File: src/rtl/dmem_arbiter.sv
// Two-requester data-memory arbiter: IDLE -> ACCESS -> RESP per transaction.
// Optional macro DMEM_ARB_RR_EN selects round-robin arbitration; otherwise m0
// has fixed priority and no pointer register exists.
module dmem_arbiter #(
  parameter int unsigned XLEN = 64
) (
  input  logic            clk,
  input  logic            rstn,
  input  logic            m0_req,
  input  logic            m0_we,
  input  logic [XLEN-1:0] m0_addr,
  input  logic [XLEN-1:0] m0_wdata,
  output logic            m0_gnt,
  output logic            m0_rvalid,
  output logic [XLEN-1:0] m0_rdata,
  output logic            m0_err,
  input  logic            m1_req,
  input  logic            m1_we,
  input  logic [XLEN-1:0] m1_addr,
  input  logic [XLEN-1:0] m1_wdata,
  output logic            m1_gnt,
  output logic            m1_rvalid,
  output logic [XLEN-1:0] m1_rdata,
  output logic            m1_err,
  output logic [XLEN-1:0] mem_address,
  output logic [XLEN-1:0] mem_write_data,
  output logic            mem_write_en,
  output logic            mem_read_en,
  input  logic [XLEN-1:0] mem_read_data
);

  typedef enum logic [1:0] {
    IDLE   = 2'd0,
    ACCESS = 2'd1,
    RESP   = 2'd2
  } state_t;

  state_t            state_q, state_d;
  logic              we_q;
  logic              id_q;
  logic              err_q;
  logic [XLEN-1:0]   addr_q;
  logic [XLEN-1:0]   wdata_q;
  logic [XLEN-1:0]   rdata_q;
  logic              any_req;
  logic              win_id;
  logic              take;
  logic              misalign;

  assign any_req  = m0_req | m1_req;
  assign misalign = (addr_q[2:0] != 3'b000);
  // A grant is taken only in IDLE and never while reset is held
  assign take     = rstn & any_req & (state_q == IDLE);

`ifdef DMEM_ARB_RR_EN
  logic prio_q;

  // Winner selection: pointer breaks ties, a lone requester always wins
  always_comb begin
    win_id = (m0_req & m1_req) ? prio_q : ~m0_req;
  end

  // Pointer moves to the non-winner on every grant
  always_ff @(posedge clk or negedge rstn) begin
    if (!rstn) begin
      prio_q <= 1'b0;
    end else if (take) begin
      prio_q <= ~win_id;
    end
  end
`else
  // Winner selection: m0 always wins a tie
  always_comb begin
    win_id = ~m0_req;
  end
`endif

  // State register
  always_ff @(posedge clk or negedge rstn) begin
    if (!rstn) begin
      state_q <= IDLE;
    end else begin
      state_q <= state_d;
    end
  end

  // Next-state logic
  always_comb begin
    state_d = state_q;
    case (state_q)
      IDLE:    if (any_req) state_d = ACCESS;
      ACCESS:  state_d = RESP;
      RESP:    state_d = IDLE;
      default: state_d = IDLE;
    endcase
  end

  // Request capture on grant, read data and error capture at end of ACCESS
  always_ff @(posedge clk or negedge rstn) begin
    if (!rstn) begin
      we_q    <= 1'b0;
      id_q    <= 1'b0;
      err_q   <= 1'b0;
      addr_q  <= '0;
      wdata_q <= '0;
      rdata_q <= '0;
    end else if (take) begin
      id_q    <= win_id;
      we_q    <= win_id ? m1_we    : m0_we;
      addr_q  <= win_id ? m1_addr  : m0_addr;
      wdata_q <= win_id ? m1_wdata : m0_wdata;
    end else if (state_q == ACCESS) begin
      err_q   <= misalign;
      rdata_q <= (!we_q && !misalign) ? mem_read_data : '0;
    end
  end

  // Output decode: grants in IDLE, memory strobes in ACCESS, completion in RESP
  always_comb begin
    m0_gnt         = 1'b0;
    m1_gnt         = 1'b0;
    m0_rvalid      = 1'b0;
    m1_rvalid      = 1'b0;
    m0_rdata       = '0;
    m1_rdata       = '0;
    m0_err         = 1'b0;
    m1_err         = 1'b0;
    mem_address    = '0;
    mem_write_data = '0;
    mem_write_en   = 1'b0;
    mem_read_en    = 1'b0;
    case (state_q)
      IDLE: begin
        m0_gnt = take & ~win_id;
        m1_gnt = take & win_id;
      end
      ACCESS: begin
        if (!misalign) begin
          mem_address    = addr_q;
          mem_write_data = wdata_q;
          mem_write_en   = we_q;
          mem_read_en    = ~we_q;
        end
      end
      RESP: begin
        if (id_q) begin
          m1_rvalid = 1'b1;
          m1_rdata  = rdata_q;
          m1_err    = err_q;
        end else begin
          m0_rvalid = 1'b1;
          m0_rdata  = rdata_q;
          m0_err    = err_q;
        end
      end
      default: ;
    endcase
  end

endmodule

File: config.mk
export PLATFORM = sky130hd
export DESIGN_NAME = dmem_arbiter
export DESIGN_NICKNAME = d
export VERILOG_FILES = /design/src/rtl/dmem_arbiter.sv
export SDC_FILE = /design/constraint.sdc
export NUM_CORES = 1
export LEC_CHECK = 0
export BUFFER_PORTS_ARGS = -buffer_cell sky130_fd_sc_hd__buf_2
export CAP_MARGIN = 0
export CORE_AREA = 2 2 226 228
export CTS_BUF_LIST = sky130_fd_sc_hd__clkbuf_16
export DETAILED_ROUTE_END_ITERATION = 8
export DIE_AREA = 0 0 228 230
export SETUP_SLACK_MARGIN = 0.1
export SLEW_MARGIN = 20
export SYNTH_ARGS = -nofsm -noshare
export SYNTH_HDL_FRONTEND = slang
export SYNTH_SLANG_ARGS = --single-unit
File: constraint.sdc
create_clock -name clk -period 3.75 [get_ports clk]
set_clock_uncertainty 0.05 [all_clocks]
set_input_delay 0.5625 -clock clk [delete_from_list [all_inputs] [get_ports clk]]
set_output_delay 0.5625 -clock clk [all_outputs]
set_load 0.005 [all_outputs]
# Word-level counts from Yosys, hierarchy flattened
# Index checks and enable logic that the tools add are counted.
# word_totals
register_bits	197
latchBits	0
ram_bits	0
mem_bits_ro	0
input_bits	326
output_inout_bits	264
wordCells	52
mem_count	0
# classes
addsub	0
multipliers	0
n_div	0
order_cmp	0
eq_ne	3
shift	0
mux	28
bitwise	8
reduce_logical	6
# op_table
cell	n
64-bit two-way mux	11
1-bit two-way mux	15
1-bit AND	4
2-bit one-hot mux with 2 select lines	1
1-bit inverter	3
3-bit nonzero test	1
2-bit by 1-bit == test with 1-bit output (second input constant)	1
2-bit == test (second input constant)	1
1-bit logical NOT	2
2-bit logical NOT	1
2-bit two-way mux	1
2-bit != test (second input constant)	1
2-bit AND reduction	1
1-bit logical AND	1
1-bit OR	1

# Logic depth before layout (Yosys ltp)
# Gate-level depths: netlist of the first run.
# depth
word_depth	5
ltp_mapped	7

# Worst setup path after synthesis of the first run
# Ideal clock, no wire load.
# synth_path
kind	input to output
from	input m0_req
to	output m0_gnt
arrival_time_ns	1.722
setup_slack_ns	1.415
cell_stages	7
path_buffers	4
path_cell_list	buf_2 -> nor2_1 -> or4b_1 -> buf_2 -> buf_6 -> buf_6 -> nor2_1
# synth_via
elab_chain_cells	5
# synth_lines
element	line_no	rtl
from (decl)	9	input logic m0_req,
1-bit OR	50	assign any_req = m0_req | m1_req;
1-bit AND (2 in a row)	53	assign take = rstn & any_req & (state_q == IDLE);
1-bit AND (*)	134	m0_gnt = take & ~win_id;
1-bit two-way mux (*)	132	case (state_q)
to (decl)	13	output logic m0_gnt,
# Mark *: on every way between the ends. The rest lies on a longest branch, timed or not.

# Worst setup path in the final report of the first run
# layout_path
from	input rstn
to	output m1_gnt
# layout_via
elab_chain_cells	4
# layout_lines
element	line_no	rtl
from (decl)	8	input logic rstn,
1-bit AND (2 in a row)	53	
1-bit AND	135	m1_gnt = take & win_id;
1-bit two-way mux	132	
to (decl)	21	output logic m1_gnt,
# No other way between the ends.

==> results.json, run 1 <==
{
  "status": "completed",
  "clock_latency_ns": 0.48,
  "design.core.area_sq_mm": 0.0499,
  "yosysTopAreaCellShare_pct": 45.8,
  "ctsRootBufferMaster": "clkbuf_16",
  "start_util_pct": 21.6,
  "io_pins": 590,
  "synthTopCellsByArea": "dfrtp_1, mux2_2, and2_1",
  "synth.largest_area_cell": "dfrtp_1",
  "instances_no_fill": 2098,
  "grt_overflow": 0,
  "ys_async_sr_fraction_pct": 100,
  "critPathCaptureType": "primary output",
  "p_leak_nw": 8.01,
  "min_to": "rdata_q[49]",
  "hold_start": "mem_read_data[49]",
  "firstDrtPassIters": 4,
  "hold_violations": 0,
  "die_w_microns": 228,
  "drcViolationCount": 0,
  "rows": 82,
  "grt_pass1_wl_microns": 51200,
  "slew_violations": 0,
  "hold-worst-slack_ns": 0.244,
  "fin_tns_setup_ns": 0,
  "syn-cell-area_sq_mm": 0.0108,
  "wire_per_inst_microns": 16.0,
  "worst_ep_arrival_time_ns": 2.38,
  "r2r-end": "wdata_q[26]",
  "r2r_setup_slack_ns": 1.52,
  "layout-drive-gt1-share_pct": 62.8,
  "yosysWarnings": 0,
  "worst_pin_slew_ns": 0.948,
  "cts-resized-gates": 0,
  "grt_pass1_vias": 8999,
  "place_congestion": 0.935,
  "diodes": 0,
  "hold_path_depth": 2,
  "dp_hpwl_microns": 25500,
  "fin_area_sq_mm": 0.0150,
  "path_max_fanout": 33,
  "port_buffers": 586,
  "cts.htree.levels": 4,
  "reg2regPathDepth": 3,
  "clock_path_buffers": 2,
  "r2r_start": "state_q[0]",
  "ant_nets": 0,
  "clk_pin_slew_ns": 0.08,
  "syn_inst": 866,
  "cts.sinks": 197,
  "slew_headroom_pct": 36.8,
  "synth_most_common_cell": "and2_1",
  "grt_usage_pct": 12.7,
  "ys_ff_latch": 197,
  "synth.cells.most_frequent": "and2_1, dfrtp_1, mux2_2",
  "die_h_microns": 230,
  "final-setup-viol-count": 0,
  "ys.flop_type": "dfrtp_1",
  "min_path_type": "in2reg",
  "seq_area_frac_synth_pct": 45.8,
  "numCtsBuffers": 17,
  "vias_per_cell": 4.08,
  "cts_tree": "yes",
  "power_mw": 8.11,
  "syn_avg_cell_area_sq_um": 12.4,
  "start_kind": "input pin",
  "worstSetupPathType": "in2out",
  "nets": 1739,
  "synth-edff-count": 0,
  "post-route-period-util_pct": 79.9,
  "dpl_cell_area_sq_mm": 0.0144,
  "rsz0062_at_grt": "no",
  "power_density_mw_per_mm2": 542,
  "cap_violations": 0,
  "drt_iter0_markers": 278,
  "vias": 8553,
  "grt_max_degree": 132,
  "max_freq_mhz": 334,
  "critPathRequiredTime_ns": 3.14,
  "period_minus_slack_ns": 3.00,
  "drt_wl_total_microns": 33600,
  "peakVddDrop_v": 0.000305,
  "synth_cell_types": 20,
  "dp.cells": 2065,
  "crit_start": "rstn",
  "antenna_found_initial": 0,
  "die_area_sq_mm": 0.0524,
  "synthToLayoutAreaGrowth_pct": 38.9
}
-- worst max-delay path, stage by stage --
cell and delay, ns:
dlygate4sd3_1 0.54, clkbuf_8 0.29, or4b_4 0.64, nor2_1 0.16
buf_2 0.16
-- cells by family after synthesis --
family          after synthesis  share of synthesized area (%)
compound gates               64                           5.20
buf+inv                      76                           3.52
flops                       197                           45.8
mux                         259                           29.8
other cells                   1                         0.0348
simple gates                269                           15.7
-- cells in the final DEF (no fill, tap or decap), types with 4 or more instances in the layout --
cell type	instances
a22o_1	64
buf_2	584
buf_4	9
inv_6	5
mux2_2	181
clkbuf_16	17
dfrtp_1	197
mux2_4	78
buf_12	4
and2_1	256
inv_8	4
nor2_1	6
-- what timing repair did --
item,in CTS,in global routing
hold buffers,1,0
endpoints found under the setup margin,0,0
endpoints found under the hold margin,30,0
buffers inserted,0,0
-- layout make-up --
cell class                 count  area (sq um)
multi-input combinational    595          5500
inverter                       2          7.51
sequential                   197          4930
fill                        5149         34900
clock buffer                  17           425
tap                          672           841
clock inverter                15           160
timing repair buffer         600          3110
-- through the flow --
stage,utilization (%),setup slack [ns]
floorplan,-,1.42
global placement,28.8,1.13
detailed placement,28.8,1.10
CTS,30.0,0.723
global route,30.0,0.629
finish,30.0,0.755
-- flip-flops by register name, summed over array words and instances (netlist names) --
signal   cells
addr_q      64
err_q        1
id_q         1
rdata_q     64
state_q      2
wdata_q     64
we_q         1
-- report_power, final --
part / internal [mW] / switching (mW) / leakage (nW)
Sequential: 3.04 / 0.560 / 2.44
Clock: 0.945 / 0.915 / 0.283
Combinational: 1.60 / 1.05 / 5.28
Total: 5.58 / 2.53 / 8.01
-- routing by layer --
metal | track usage [%] | vias to the layer above | share of wire (%)
met5 | 0 | - | 0
met1 | 14.7 | 4070 | 42
li1 | - | 4052 | -
met3 | 3.79 | 55 | 6.5
met4 | 6.29 | 0 | 3.6
met2 | 21.4 | 376 | 48
-- worst max path at each step --
stage	end	slack [ns]	depth (start not counted)
6_report	m1_gnt	0.75	5
5_1_grt	m1_gnt	0.63	5
4_1_cts	m1_gnt	0.72	5
3_5_place_dp	wdata_q[35]	1.10	4
3_3_place_gp	wdata_q[35]	1.13	4
2_1_floorplan	m0_gnt	1.42	7
No activity file was read; power rests on OpenSTA's default activity.
==> run 2, diff against run 1 <==
--- a/config.mk
+++ b/config.mk
@@ -5,12 +5,13 @@
 export SDC_FILE = /design/constraint.sdc
 export NUM_CORES = 1
 export LEC_CHECK = 0
+export ABC_AREA = 1
 export BUFFER_PORTS_ARGS = -buffer_cell sky130_fd_sc_hd__buf_2
 export CAP_MARGIN = 0
-export CORE_AREA = 2 2 226 228
+export CORE_AREA = 2 2 231 233
 export CTS_BUF_LIST = sky130_fd_sc_hd__clkbuf_16
 export DETAILED_ROUTE_END_ITERATION = 8
-export DIE_AREA = 0 0 228 230
+export DIE_AREA = 0 0 233 235
 export SETUP_SLACK_MARGIN = 0.1
 export SLEW_MARGIN = 20
 export SYNTH_ARGS = -nofsm -noshare
==> constraint.sdc (replaced) <==
create_clock -name clk -period 2.4 [get_ports clk]
set_clock_uncertainty 0.05 [all_clocks]
set_input_delay 0.36 -clock clk [delete_from_list [all_inputs] [get_ports clk]]
set_output_delay 0.36 -clock clk [all_outputs]
set_load 0.005 [all_outputs]
==> run 2 against run 1 <==
  * Synthesized cell count rose by 100%
  * Setup slack got worse by 0.57 ns
  * Critical path depth rose by 1
  * Combinational power rose to 2.7 times the previous value
  * Global-route usage rose by 3.4 points
  * Clock power rose by 58%
  * Total power rose by 94%
  * Wire length rose by 38%
  * Sequential cell count did not move
  * Design area rose by 9.1%
  * Clock-buffer cell count did not move
==> results.json, run 2 <==
{
  "r2r-end": "rdata_q[36]",
  "yosysWarnings": 0,
  "dr_wl_met2_microns": 22300,
  "seq_area_frac_synth_pct": 44.0,
  "path_buf_inv": 3,
  "syn-cell-area_sq_mm": 0.0112,
  "worst-path-stages": 6,
  "final_common_cell": "nand2_1",
  "io_pins": 590,
  "peakVddDrop_v": 0.000620,
  "status": "completed",
  "firstDrtPassIters": 5,
  "synthToLayoutAreaGrowth_pct": 45.6,
  "dp_worst_setup_slack_ns": 0.353,
  "vias_per_cell": 4.17,
  "clk_pin_slew_ns": 0.08,
  "path_max_fanout": 66,
  "design.core.area_sq_mm": 0.0522,
  "ctsRootBufferMaster": "clkbuf_16",
  "power_density_mw_per_mm2": 966,
  "hold_violations": 0,
  "grt_pass1_wl_microns": 67900,
  "top_regs": "addr_q (64), rdata_q (64), wdata_q (64)",
  "ys_ff_latch": 197,
  "start_kind": "flop",
  "r2r_setup_slack_ns": 0.57,
  "nets": 2659,
  "place_congestion": 0.854,
  "critPathRequiredTime_ns": 1.99,
  "fillers": 5862,
  "r2r_start": "addr_q[2]",
  "drcViolationCount": 0,
  "worstPathCellList": "inv_2, nor2_4, nand2_2, buf_12, nor2_2, buf_2",
  "power_mw": 15.8,
  "clock_latency_ns": 0.48,
  "layout-drive-gt1-share_pct": 31.3,
  "crit_family": "simple AND/OR/NAND/NOR gates",
  "slew_headroom_pct": 51.6,
  "port_buffers": 586,
  "dp_hpwl_microns": 31400,
  "reg2regPathDepth": 7,
  "drt_wl_total_microns": 46600,
  "hold_start": "mem_read_data[16]",
  "start_util_pct": 21.5,
  "slowest_stage": "dfrtp_1",
  "top_layer_used": "met5",
  "synth_most_common_cell": "nand2_1",
  "wire_per_inst_microns": 15.3,
  "cts.sinks": 197,
  "max_freq_mhz": 451,
  "cts_tree": "yes",
  "worst_ep_arrival_time_ns": 1.81,
  "cpPeakStageDelay_ns": 0.39,
  "synth-edff-count": 0,
  "period_minus_slack_ns": 2.22,
  "ant_nets": 0,
  "slew_violations": 0,
  "worst_pin_slew_ns": 0.727,
  "die_h_microns": 235,
  "rows": 84,
  "die_area_sq_mm": 0.0548,
  "cp-endpoint": "m0_rdata[56]",
  "fin_ws_ns": 0.185,
  "hold_path_depth": 3,
  "p_leak_nw": 9.83,
  "final-setup-viol-count": 0,
  "syn_avg_cell_area_sq_um": 6.36,
  "grt_overflow": 0,
  "min_path_type": "in2reg",
  "die_w_microns": 233,
  "grt_pass1_vias": 12251,
  "synthTopCellsByArea": "dfrtp_1, nand2_1, nand3_1",
  "yosysTopAreaCellShare_pct": 44.0,
  "antenna_found_initial": 4,
  "synth.largest_area_cell": "dfrtp_1",
  "grt_usage_pct": 16.1,
  "numCtsBuffers": 17,
  "cap_violations": 0,
  "postLayoutCoreUtil_pct": 31.3,
  "ys.flop_type": "dfrtp_1",
  "routed-wl-met3_microns": 3190,
  "cts.htree.levels": 4,
  "syn_inst": 1764,
  "met1Wirelength_microns": 19500,
  "layout_common_cells": "nand2_1, buf_2, nor2_1, inv_1, dfrtp_1",
  "ys_async_sr_fraction_pct": 100,
  "crit_start": "state_q[1]",
  "worstSetupPathType": "reg2out",
  "synth.cells.most_frequent": "nand2_1, nor2_1, inv_1",
  "vias": 12656,
  "drt_iter0_markers": 756,
  "fin_tns_setup_ns": 0,
  "post-route-period-util_pct": 92.3,
  "hold-worst-slack_ns": 0.0583,
  "rsz0062_at_grt": "yes",
  "critPathCaptureType": "primary output",
  "clock_path_buffers": 2,
  "synth_cell_types": 15,
  "grt_max_degree": 130
}
-- run 2: per-stage QoR --
step / instances / instance area (sq um)
floorplan: 1766 / 11200
global placement: 2956 / 14900
detailed placement: 2956 / 14900
CTS: 3014 / 15900
global route: 3033 / 16300
finish: 3035 / 16300
-- run 2: cell families (layout without fill, tap and decap cells) --
kind of cell | Yosys count | count (layout) | synth area share, %
other | 1 | 6 | 0.0334
AO/OA/AOI/OAI | 1 | 1 | 0.0446
flip-flops | 197 | 197 | 44.0
buffers and inverters | 323 | 897 | 12.1
AND/OR/NAND/NOR | 1242 | 1246 | 43.9
-- run 2: final cells by class --
cell class | instances | area (sq um) | area share [%]
multi-input cells | 1250 | 5180 | 31.7
flip-flops and latches | 197 | 4930 | 30.2
repair buffers | 665 | 3990 | 24.5
well taps | 688 | 861 | 5.27
inverters | 202 | 781 | 4.78
clock buffers | 17 | 425 | 2.61
clock inverters | 13 | 143 | 0.874
diodes | 3 | 7.51 | 0.0460
-- run 2: how the worst min path moves through the flow --
stage / endpoint
after floorplan: addr_q[0]
after global placement: addr_q[0]
after detailed placement: addr_q[0]
after CTS: rdata_q[30]
after global routing: rdata_q[28]
final: rdata_q[16]
-- run 2: timing repair --
action | 4_1_cts | 5_1_grt
resized for setup | 33 | 41
cloned | 5 | 15
setup endpoints to repair | 184 | 301
pin swaps | 5 | 2
hold endpoints to repair | 94 | 0
hold buffers | 17 | 0
setup buffers | 6 | 3
-- run 2: metal layers --
layer | track usage, % | vias up
met3 | 3.91 | 69
met4 | 7.51 | 2
met1 | 19.4 | 5767
li1 | - | 6364
met2 | 26.9 | 454
met5 | 0 | -
-- run 2: power breakdown --
part,switching (mW),leakage [nW],total (mW),internal (mW)
registers,0.896,2.53,5.73,4.84
logic,4.49,7.02,7.10,2.61
clock network,1.33,0.276,2.93,1.60
-- run 2: worst register-to-register path, cell delays in order, from the launching register on --
cell and delay (ns):
dfrtp_1 0.39, nor2_2 0.15, nand2_4 0.10, clkinv_8 0.10, buf_4 0.11, buf_4 0.51
nand3_1 0.26, nand2_1 0.10
